$ cat src/rtl/smart_led_pkg.sv
`default_nettype none
//------------------------------------------------------------------------------
// Module      : smart_led_pkg
// Description : Shared types and default parameter values for the smart LED
//               controller: debounce FSM state encoding and the default
//               channel count, debounce window and dimming counter width.
// Revision    : 1.0 - initial release
//------------------------------------------------------------------------------
package smart_led_pkg;

  // Pushbutton debounce FSM states
  typedef enum logic [1:0] {
    STABLE_LO = 2'd0,
    WAIT_HI   = 2'd1,
    STABLE_HI = 2'd2,
    WAIT_LO   = 2'd3
  } db_state_t;

  localparam int c_N_CH_DEFAULT      = 4;
  localparam int c_DB_CYCLES_DEFAULT = 1000;
  localparam int c_PWM_W_DEFAULT     = 4;

endpackage : smart_led_pkg
`default_nettype wire

$ cat src/rtl/led_channel.sv
`default_nettype none
//------------------------------------------------------------------------------
// Module      : led_channel
// Description : One LED channel: 2-flop input synchronizers, pushbutton
//               debounce FSM with press-pulse generation, and the on/off
//               state register (manual toggle or remote load).
// Ports       : clk          - system clock
//               rst_n        - internally synchronized active-low reset
//               i_esp        - raw remote on/off command (async)
//               i_mode       - raw mode select, 1 = manual, 0 = remote (async)
//               i_pb         - raw bouncing pushbutton (async)
//               o_led_state  - registered logical on/off state
// Revision    : 1.0 - initial release
//------------------------------------------------------------------------------
module led_channel
  import smart_led_pkg::*;
#(
  parameter int DB_CYCLES = c_DB_CYCLES_DEFAULT
) (
  input  logic clk,
  input  logic rst_n,
  input  logic i_esp,
  input  logic i_mode,
  input  logic i_pb,
  output logic o_led_state
);

  localparam int                 c_CNT_W    = $clog2(DB_CYCLES + 1);
  localparam logic [c_CNT_W-1:0] c_CNT_MAX  = c_CNT_W'(DB_CYCLES);
  localparam logic [c_CNT_W-1:0] c_CNT_LAST = c_CNT_W'(DB_CYCLES - 1);
  localparam logic [c_CNT_W-1:0] c_CNT_ONE  = c_CNT_W'(1);

  logic [1:0]         r_esp_sync;
  logic [1:0]         r_mode_sync;
  logic [1:0]         r_pb_sync;
  db_state_t          r_state;
  logic [c_CNT_W-1:0] r_cnt;
  logic               r_press;
  logic               r_led;

  logic               w_esp;
  logic               w_mode;
  logic               w_pb;
  logic [c_CNT_W-1:0] w_cnt_inc;

  always_ff @(posedge clk or negedge rst_n) begin
    if (!rst_n) begin
      r_esp_sync  <= 2'b00;
      r_mode_sync <= 2'b00;
      r_pb_sync   <= 2'b00;
    end else begin
      r_esp_sync  <= {r_esp_sync[0],  i_esp};
      r_mode_sync <= {r_mode_sync[0], i_mode};
      r_pb_sync   <= {r_pb_sync[0],   i_pb};
    end
  end

  assign w_esp  = r_esp_sync[1];
  assign w_mode = r_mode_sync[1];
  assign w_pb   = r_pb_sync[1];

  // Saturating increment so the counter can never wrap
  assign w_cnt_inc = (r_cnt == c_CNT_MAX) ? r_cnt : r_cnt + c_CNT_ONE;

  // r_cnt holds the number of consecutive cycles the new level has been seen,
  // including the cycle that left the stable state. The window completes on
  // the edge where that count reaches DB_CYCLES.
  always_ff @(posedge clk or negedge rst_n) begin
    if (!rst_n) begin
      r_state <= STABLE_LO;
      r_cnt   <= '0;
      r_press <= 1'b0;
    end else begin
      r_press <= 1'b0;
      case (r_state)
        STABLE_LO: begin
          if (w_pb) begin
            r_state <= WAIT_HI;
            r_cnt   <= c_CNT_ONE;
          end
        end
        WAIT_HI: begin
          if (!w_pb) begin
            r_state <= STABLE_LO;
            r_cnt   <= '0;
          end else if (r_cnt >= c_CNT_LAST) begin
            r_state <= STABLE_HI;
            r_cnt   <= '0;
            r_press <= 1'b1;
          end else begin
            r_cnt   <= w_cnt_inc;
          end
        end
        STABLE_HI: begin
          if (!w_pb) begin
            r_state <= WAIT_LO;
            r_cnt   <= c_CNT_ONE;
          end
        end
        WAIT_LO: begin
          if (w_pb) begin
            r_state <= STABLE_HI;
            r_cnt   <= '0;
          end else if (r_cnt >= c_CNT_LAST) begin
            r_state <= STABLE_LO;
            r_cnt   <= '0;
          end else begin
            r_cnt   <= w_cnt_inc;
          end
        end
        default: begin
          r_state <= STABLE_LO;
          r_cnt   <= '0;
        end
      endcase
    end
  end

  // Remote mode loads ESP every cycle; manual mode toggles on a press.
  // The synchronized mode of the current cycle decides which applies, so a
  // press coincident with a switch to remote is dropped.
  always_ff @(posedge clk or negedge rst_n) begin
    if (!rst_n) begin
      r_led <= 1'b0;
    end else if (!w_mode) begin
      r_led <= w_esp;
    end else if (r_press) begin
      r_led <= ~r_led;
    end
  end

  assign o_led_state = r_led;

endmodule : led_channel
`default_nettype wire

$ cat src/rtl/smart_led_ctrl.sv
`default_nettype none
//------------------------------------------------------------------------------
// Module      : smart_led_ctrl
// Description : Multi-channel LED controller. Each channel is switched either
//               by a debounced pushbutton (manual) or by a remote command
//               (remote). Optional global PWM dimming of the LED drive.
// Config      : LED_PWM_DIM_EN - when defined, adds BRIGHT_IN and a shared
//               free-running PWM counter gating LED_OUT.
// Ports       : CLK        - system clock
//               CLR_N      - asynchronous active-low reset
//               ESP_IN     - remote on/off per channel (async)
//               SW_MODE_IN - per-channel mode, 1 = manual, 0 = remote (async)
//               PB_IN      - raw pushbutton per channel (async, bouncing)
//               BRIGHT_IN  - global brightness (LED_PWM_DIM_EN only)
//               LED_STATE  - registered on/off state per channel
//               LED_OUT    - LED drive per channel
// Revision    : 1.0 - initial release
//------------------------------------------------------------------------------
module smart_led_ctrl
  import smart_led_pkg::*;
#(
  parameter int N_CH      = c_N_CH_DEFAULT,
  parameter int DB_CYCLES = c_DB_CYCLES_DEFAULT,
  parameter int PWM_W     = c_PWM_W_DEFAULT
) (
  input  logic             CLK,
  input  logic             CLR_N,
  input  logic [N_CH-1:0]  ESP_IN,
  input  logic [N_CH-1:0]  SW_MODE_IN,
  input  logic [N_CH-1:0]  PB_IN,
`ifdef LED_PWM_DIM_EN
  input  logic [PWM_W-1:0] BRIGHT_IN,
`endif
  output logic [N_CH-1:0]  LED_STATE,
  output logic [N_CH-1:0]  LED_OUT
);

  logic [1:0]      r_rst_sync;
  logic            w_rst_n;
  logic [N_CH-1:0] w_led_state;

  // Reset asserts immediately, releases two clocks after CLR_N rises
  always_ff @(posedge CLK or negedge CLR_N) begin
    if (!CLR_N) begin
      r_rst_sync <= 2'b00;
    end else begin
      r_rst_sync <= {r_rst_sync[0], 1'b1};
    end
  end

  assign w_rst_n = r_rst_sync[1];

  for (genvar i = 0; i < N_CH; i++) begin : g_ch
    led_channel #(
      .DB_CYCLES (DB_CYCLES)
    ) u_led_channel (
      .clk         (CLK),
      .rst_n       (w_rst_n),
      .i_esp       (ESP_IN[i]),
      .i_mode      (SW_MODE_IN[i]),
      .i_pb        (PB_IN[i]),
      .o_led_state (w_led_state[i])
    );
  end

  assign LED_STATE = w_led_state;

`ifdef LED_PWM_DIM_EN
  logic [PWM_W-1:0] r_pwm_cnt;
  logic             w_pwm_on;

  always_ff @(posedge CLK or negedge w_rst_n) begin
    if (!w_rst_n) begin
      r_pwm_cnt <= '0;
    end else begin
      r_pwm_cnt <= r_pwm_cnt + {{(PWM_W-1){1'b0}}, 1'b1};
    end
  end

  // Full-scale brightness is constant on rather than (2^W-1)/2^W duty;
  // zero brightness is naturally constant off since cnt < 0 never holds.
  assign w_pwm_on = (&BRIGHT_IN) | (r_pwm_cnt < BRIGHT_IN);
  assign LED_OUT  = w_led_state & {N_CH{w_pwm_on}};
`else
  assign LED_OUT  = w_led_state;
`endif

endmodule : smart_led_ctrl
`default_nettype wire

$ cat config.mk
export PLATFORM = sky130hd
export DESIGN_NAME = smart_led_ctrl
export DESIGN_NICKNAME = d
export VERILOG_FILES = /design/src/rtl/smart_led_pkg.sv /design/src/rtl/led_channel.sv /design/src/rtl/smart_led_ctrl.sv
export SDC_FILE = /design/constraint.sdc
export NUM_CORES = 1
export LEC_CHECK = 0
export BUFFER_PORTS_ARGS = -buffer_cell sky130_fd_sc_hd__buf_2
export CAP_MARGIN = 0
export CELL_PAD_IN_SITES_DETAIL_PLACEMENT = 0
export CELL_PAD_IN_SITES_GLOBAL_PLACEMENT = 1
export CORE_MARGIN = 8
export CORE_UTILIZATION = 48
export DETAILED_ROUTE_END_ITERATION = 10
export MAX_ROUTING_LAYER = met4
export PLACE_DENSITY_LB_ADDON = 0.08
export SLEW_MARGIN = 40
export SYNTH_ARGS = -nofsm -noshare
export SYNTH_HDL_FRONTEND = slang
export SYNTH_SLANG_ARGS = --single-unit
$ cat constraint.sdc
create_clock -name CLK -period 3.3 [get_ports CLK]
set_clock_uncertainty 0.1 [all_clocks]
set_input_delay 0 -clock CLK [delete_from_list [all_inputs] [get_ports CLK]]
set_output_delay 0 -clock CLK [all_outputs]
set_load 0.01 [all_outputs]
Word-level counts from Yosys, hierarchy flattened

Index checks and enable logic that the tools add are counted.

Add/sub/neg operators: 4
Bitwise gates (word level): 4
Multiplexer cells: 76
Reductions and logical operators: 12
Order comparisons: 4
Equal/unequal tests: 36

Operators by type and width:

| cell                  | count |
|---|---|
| $mux 10               | 24 |
| $pmux 10 s4           | 4 |
| $mux 2                | 24 |
| $add 10x1->10 const B | 4 |
| $eq 10x10->1 const B  | 4 |
| $ge 10x10->1 const B  | 4 |
| $pmux 2 s4            | 4 |
| $mux 1                | 20 |
| $eq 2x2->1 const B    | 8 |
| $ne 2x2->1 const B    | 8 |
| $reduce_and 4->1      | 4 |
| $ne 3x1->1 const B    | 4 |
| $ne 3x3->1 const B    | 4 |
| $eq 2x1->1 const B    | 4 |
| $logic_not 2->1       | 4 |
| $ne 2x1->1 const B    | 4 |
| $reduce_and 2->1      | 4 |
| $not 1->1             | 4 |

Word-level logic and storage cells: 165
Register bits: 82
Output and inout bits: 8

Depth between registers and ports, before layout

Gate-level depths: netlist (run 1).

Depth after elaboration: 5
Depth in mapped cells: 6

Modules after synthesis

Synthesis (run 1) repeated with hierarchy kept, for this count alone.

Cell total of the unflattened synthesis: 346
Area total of the unflattened synthesis: 3776.1 um^2

Modules (own cells, without submodules):

| module                                   | area each (um^2) | times used | cells an instance | sequential area each (um^2) |
|---|---|---|---|---|
| led_channel at g_ch[0].u_led_channel ... | 920.9            | 3          | 85                | 500.5 |
| led_channel at g_ch[3].u_led_channel     | 929.6            | 1          | 84                | 500.5 |
| smart_led_ctrl                           | 83.8             | 1          | 7                 | 50.0 |

Worst setup path before layout (run 1)

Ideal clock, no wire load.

Path type: register to register
From: register g_ch[0].u_led_channel.r_cnt[0]
To: register g_ch[0].u_led_channel.r_cnt[5]
Cell stages (with the launch flop): 7
Data arrival time: 1.663 ns
Slack: 1.455 ns
Path buffers: 1
Path through: dfrtp_1 -> ha_1 -> a211o_1 -> a311oi_2 -> buf_6 -> a31oi_1 -> a31oi_1

Word-level cells in the longest chain between the ends: 5
Elaborated cells between the ends (all ways): 8
Those cells by class: add/sub: 1; order compare: 1; eq/ne: 1; mux: 5

Ends and longest elaborated chain:

| element                                       | line                                  | text |
|---|---|---|
| start, declared                               | led_channel.sv:37                     | `logic [c_CNT_W-1:0] r_cnt;` |
| start signal, assigned                        | led_channel.sv:79                     | `r_cnt <= c_CNT_ONE;` |
| start signal, assigned                        | led_channel.sv:91                     | `r_cnt <= w_cnt_inc;` |
| start signal, assigned                        | led_channel.sv:97                     | `r_cnt <= c_CNT_ONE;` |
| $add 10x1->10 or $eq 10x10->1 (tied branches) | led_channel.sv:63                     | `assign w_cnt_inc = (r_cnt == c_CNT_MAX) ? r_cnt : r_cnt + c_CNT_ONE;` |
| $mux 10                                       | led_channel.sv:63                     |  |
| $mux 10 *                                     | led_channel.sv:86, led_channel.sv:104 |  |
| $mux 10, on equally long branches             | led_channel.sv:101, led_channel.sv:83 |  |
| $pmux 10 s4 *                                 | led_channel.sv:75                     | `case (r_state)` |

Mark *: on every way between the ends. The rest lies on a longest branch, timed or not.
A chain may end at the register's enable or synchronous reset.

Worst setup path in the final report (run 1)

From: register g_ch[0].u_led_channel.r_cnt[0]
To: register g_ch[0].u_led_channel.r_cnt[6]

Same word-level chain as after synthesis.

==> out/results.ini, run 1 <==
[status]
status=finished, final reports clean

[timing]
max_slew_margin_pct=59.5
layout_worst_path_cycle_share_pct=65.9
max_clock_freq_ghz=0.460
slew_viol_final=0
tightest_slew_ns=0.599
rsz0062_at_grt=no
setup_viol_count_final=0
min_period_ns=2.18
fin_setup_tns_ns=0
finalHoldViolCount=0
holdWs_ns=0.181

[global_routing]
grt_util_met2_pct=21.6
antenna_found_initial=0
use_met3_pct=4.61
grt_max_degree=44
grt_pass1_vias=2670
grt_overflow=0
track_usage_pct=13.9
grt-busiest-layer=met2
grt_pass1_wl_um=12300
grt_use_met1_pct=16.9

[setup_path]
cpLargestDelayFamily=compound AO/OA/AOI/OAI gates
endpoint_kind=flop
crit_path_max_incr_delay_ns=0.59
worstPathMaxFanout=12
crit_type=reg2reg
critPathSlowestCell=a311oi_4
r2r-end=g_ch[0].u_led_channel.r_cnt[6]$_DFFE_PN0P_
reg2reg_slack_ns=1.12
r2r_start=g_ch[0].u_led_channel.r_cnt[0]$_DFFE_PN0P_
reg2reg_depth=5
crit_chain=ha_1 -> a211o_1 -> a311oi_4 -> a41oi_1 -> a31oi_1
critPathLaunchType=flop
cp_num_buf_inv=0
critPathArrivalTime_ns=2.34
required_ns=3.47

[route]
wirelength_um=6810
vias=2663
ant_nets=0
routed_via_density=5.47
drc=0
wl_per_cell_um=14.0
drtIter0Drc=108
drt-pass1-iter-count=4

[logic_synthesis]
netlist_area_um2=3770
synth_xor_area_share_pct=3.65
synth_top_cells_by_count=dfrtp_1, nand2_1, a21oi_1
synth-edff-count=0
synthAdderAreaFrac_pct=2.66
synth_cell_type_count=54
synth-async-reset-ratio_pct=100
yosysTopAreaCell=dfrtp_1
synth_top_area_share_pct=54.5
synth_simple_gate_area_share_pct=16.0
syn_inst=349
ys_seq_elements=82
ys_seq_area_share_pct=54.5
yosysMostFrequentCell=dfrtp_1
synth_top_family_by_area=compound AO/OA/AOI/OAI gates
synth_compound_area_share_pct=17.2
avgSynthCellArea_um2=10.8
synth_mux_area_share_pct=1.20
yosys-top-cells-area=dfrtp_1, a21oi_1, nand2_1
ys_warn_count=0
syn_nets=371
ys.flop_type=dfrtp_1

[clocking]
cts_buffer_depth=2
cts_root_buf=clkbuf_8
cts_buffers=9
h-tree-depth=3
clock_sinks=82
post_cts_resized=0
clock_latency_ns=0.34
path_clk_slew_ns=0.08
tritoncts=yes

[placement]
globalplace.congestion=0.733
dp_hpwl_um=4610
placed_area_um2=3910
dp.cells=457
io_buffers=21

[floorplanning]
die_w_um=105
start_util_pct=49.2
dieArea_um2=10900
coreArea_um2=7650
rows=32
die_h_um=105
ioPinCount=22

[layout]
final_cells=487
finalInstanceArea_um2=4250
nets=402
drive_gt1_share_pct=14.0
antenna_cells=0
area_delta_synth_final_pct=12.9

[min_path]
holdPathStages=2
hold_path_end=g_ch[0].u_led_channel.r_esp_sync[0]$_DFF_PN0_
hold_path_startpoint=ESP_IN[0]
hold_class=in2reg

[power]
p_leak_nw=1.83
p_per_area_nw_per_um2=591
ir_worst_vdd_mv=0.388

[job]
drv_cap=0

-- layout make-up --
cell class | count | area (µm²)
timing repair buffer | 36 | 265
tap | 102 | 128
inverter | 16 | 60.1
clock inverter | 7 | 70.1
clock buffer | 9 | 124
multi-input combinational | 235 | 1550
fill | 689 | 3400
sequential | 82 | 2060
-- power breakdown --
group	total [mW]	switching (mW)	internal, mW
registers	1.26	0.146	1.11
clock network	0.701	0.355	0.346
logic	0.549	0.323	0.226
total	2.51	0.823	1.69
-- worst reg2reg max path, cell delays in order (launching register included) --
cell,delay (ns)
dfrtp_1,0.43
ha_1,0.27
a211o_1,0.35
a311oi_4,0.60
a41oi_1,0.19
a31oi_1,0.16
-- sequential cells by signal, summed over array words and instances, names as in the netlist, named ones only --
name                            cells
r_rst_sync                          2
g_ch.u_led_channel.r_mode_sync      8
g_ch.u_led_channel.r_press          4
g_ch.u_led_channel.o_led_state      4
g_ch.u_led_channel.r_cnt           40
g_ch.u_led_channel.r_state          4
g_ch.u_led_channel.r_pb_sync        8
g_ch.u_led_channel.r_esp_sync       8
-- metrics by stage --
stage | setup slack, ns | total power, mW | utilization (%)
floorplan | 0.747 | 1.69 | -
global placement | 0.995 | 1.81 | 50.8
detailed placement | 0.977 | 1.81 | 51.1
CTS | 0.941 | 2.54 | 55.4
global route | 0.902 | 2.69 | 55.6
finish | 1.12 | 2.51 | 55.6
-- kinds of logic (layout without fill, tap and decap cells) --
| family | after synthesis | count (layout) |
|---|---|---|
| xor+xnor | 14 | 14 |
| buf+inv | 32 | 68 |
| other cells | 1 | 1 |
| fa+ha+maj | 8 | 8 |
| flops | 82 | 82 |
| simple gates | 112 | 112 |
| compound gates | 96 | 96 |
| mux | 4 | 4 |
-- timing repair --
action | in CTS | in global routing
hold endpoints to repair | 14 | 0
hold buffers | 14 | 0
setup buffers | 0 | 0
-- layer usage --
metal,share of wire [%],vias up
met4,0.88,0
met2,46,45
met1,49,1280
li1,-,1334
met5,0,-
met3,3.9,4
-- layout by cell type, fill, tap and decap left out, types with 4 or more instances in the layout --
cell	n
dfrtp_1	81
nand2_1	31
a21oi_1	27
buf_2	21
inv_1	16
nand3_1	15
o21ai_0	15
dlygate4sd3_1	14
a31oi_1	13
and3_1	12
nor2_1	11
xnor2_1	9
clkbuf_8	9
nand4_1	8
ha_1	8
nor3_1	7
o21ai_1	6
nand2b_1	5
and4_1	4
mux2_2	4
o211ai_1	4
a41oi_1	4
clkinvlp_4	4
-- worst max-delay path by stage --
stage / startpoint / to / depth (start not counted)
6_report: g_ch[0].u_led_channel.r_cnt[0]$_DFFE_PN0P_ / g_ch[0].u_led_channel.r_cnt[6]$_DFFE_PN0P_ / 5
5_1_grt: g_ch[0].u_led_channel.r_cnt[0]$_DFFE_PN0P_ / g_ch[0].u_led_channel.r_cnt[6]$_DFFE_PN0P_ / 5
4_1_cts: g_ch[0].u_led_channel.r_cnt[0]$_DFFE_PN0P_ / g_ch[0].u_led_channel.r_cnt[6]$_DFFE_PN0P_ / 5
3_5_place_dp: g_ch[0].u_led_channel.r_cnt[0]$_DFFE_PN0P_ / g_ch[0].u_led_channel.r_cnt[6]$_DFFE_PN0P_ / 5
3_3_place_gp: g_ch[0].u_led_channel.r_cnt[0]$_DFFE_PN0P_ / g_ch[0].u_led_channel.r_cnt[6]$_DFFE_PN0P_ / 5
2_1_floorplan: r_rst_sync[1]$_DFF_PN0_ / async pin / 0
No activity file was read; power rests on OpenSTA's default activity.
==> run 2: changes to the inputs <==
clock period = 2.25 ns   (was 3.3 ns; I/O delays follow)
==> run 2 against run 1 <==
First-iteration DRC count is 35% lower; via count is 1.6% higher; largest power group unchanged; critical endpoint is now g_ch[0].u_led_channel.r_cnt[9]$_DFFE_PN0P_; largest cell class unchanged; highest routed layer unchanged; final area is 0.88% higher; non-clock buffer count is 4 higher.
==> out/results.ini, run 2 (synthesis results as in run 1) <==
[status]
status=finished, final reports clean

[layout]
finalInstanceArea_um2=4290
area_delta_synth_final_pct=13.9
antenna_cells=0
final_cells=491
final_common_cell=dfrtp_1
regMostFlops=g_ch.u_led_channel.r_cnt
final_util_pct=56.1
largest_reg_flops=40
final_cell_mix=dfrtp_1, nand2_1, a21oi_1, buf_2, inv_1
drive_gt1_share_pct=14.9
nets=406

[power]
p_per_area_nw_per_um2=865
p_leak_nw=1.86
ir_worst_vdd_mv=0.475

[setup_path]
endpoint_kind=flop
crit_type=reg2reg
cp_num_buf_inv=0
crit_path_max_incr_delay_ns=0.51
cpLargestDelayFamily=compound AO/OA/AOI/OAI gates
critPathSlowestCell=or4_1
r2r-end=g_ch[0].u_led_channel.r_cnt[9]$_DFFE_PN0P_
required_ns=2.41
critPathArrivalTime_ns=2.15
critPathLaunchType=flop
crit_chain=ha_1 -> a211oi_1 -> o311ai_1 -> or4_1 -> o211ai_1
reg2reg_slack_ns=0.27
reg2reg_depth=5
cp-startpoint=g_ch[0].u_led_channel.r_cnt[0]$_DFFE_PN0P_
worstPathMaxFanout=6
r2r_start=g_ch[0].u_led_channel.r_cnt[0]$_DFFE_PN0P_

[clocking]
clock_sinks=82
h-tree-depth=3
cts_buffer_depth=2
cts_buffers=9
post_cts_resized=0
cts_root_buf=clkbuf_8
path_clk_slew_ns=0.09
tritoncts=yes
clock_latency_ns=0.34

[route]
wl_per_cell_um=14.4
vias=2706
ant_nets=0
drtIter0Drc=70
wirelength_um=7070
drt-pass1-iter-count=4
drc=0
routed_via_density=5.51

[min_path]
hold_class=reg2async

[global_routing]
grt_max_degree=38
grt_use_met1_pct=17.8
antenna_found_initial=0
use_met3_pct=2.76
track_usage_pct=14.0
grt_pass1_vias=2696
grt_util_met2_pct=21.1
grt_overflow=0
grt-busiest-layer=met2
grt_pass1_wl_um=12400

[timing]
tightest_slew_ns=0.550
fin_setup_tns_ns=0
layout_worst_path_cycle_share_pct=88.2
slew_viol_final=0
max_slew_margin_pct=62.8
setup_viol_count_final=0
finalHoldViolCount=0
min_period_ns=1.98
rsz0062_at_grt=no
max_clock_freq_ghz=0.504

[placement]
dp.cells=461
io_buffers=21
dp_hpwl_um=4840
placed_area_um2=3950
globalplace.congestion=0.782

[job]
drv_cap=0

[floorplanning]
coreArea_um2=7650
rows=32
die_h_um=105
start_util_pct=49.2
dieArea_um2=10900
ioPinCount=22
die_w_um=105

-- run 2: area by class of cell --
cell class	instances	area, µm²
clock buffer	13	179
clock inverter	3	21.3
fill	708	3360
inverter	16	60.1
multi-input combinational	235	1540
sequential	82	2060
tap	102	128
timing repair buffer	40	308
-- run 2: worst reg2reg max path: cells and delay by family (launching register included) --
family                   cells  cell delay, ns
AO/OA/AOI/OAI                3            0.61
AND/OR/NAND/NOR              1            0.51
flip-flops                   1            0.43
adder cells (fa/ha/maj)      1            0.27
-- run 2: repair_timing --
item / 4_1_cts / 5_1_grt
hold endpoints to repair: 14 / 0
hold buffers: 14 / 0
buffers inserted: 0 / 0
-- run 2: through the flow --
stage	setup slack [ns]	power, mW	hold slack, ns
6_report	0.266	3.71	0.144
3_3_place_gp	0.314	2.68	-0.313
5_1_grt	0.0844	3.96	0.180
2_1_floorplan	0.405	2.47	-0.396
4_1_cts	0.266	3.76	0.160
3_5_place_dp	0.266	2.69	-0.307
-- run 2: layer usage --
metal  routed length [µm]  share of wire [%]  up-vias
met5                    0                  0        -
met4                  116                1.6        0
met3                  214                3.0       10
met2                 3230                 46       42
met1                 3510                 50     1316
li1                     -                  -     1338
-- run 2: where the power goes --
part / switching [mW] / internal [mW] / leakage (nW)
sequential: 0.213 / 1.64 / 1.05
clock: 0.514 / 0.522 / 0.102
combinational: 0.471 / 0.355 / 0.712
-- run 2: how the worst max path moves through the flow --
stage               slack [ns]  cells past startpoint                                         end
CTS                       0.27                      5  g_ch[0].u_led_channel.r_cnt[9]$_DFFE_PN0P_
floorplan                 0.41                      6  g_ch[0].u_led_channel.r_cnt[5]$_DFFE_PN0P_
finish                    0.27                      5  g_ch[0].u_led_channel.r_cnt[9]$_DFFE_PN0P_
global placement          0.31                      5  g_ch[0].u_led_channel.r_cnt[9]$_DFFE_PN0P_
global route              0.08                      5  g_ch[0].u_led_channel.r_cnt[9]$_DFFE_PN0P_
detailed placement        0.27                      5  g_ch[0].u_led_channel.r_cnt[9]$_DFFE_PN0P_
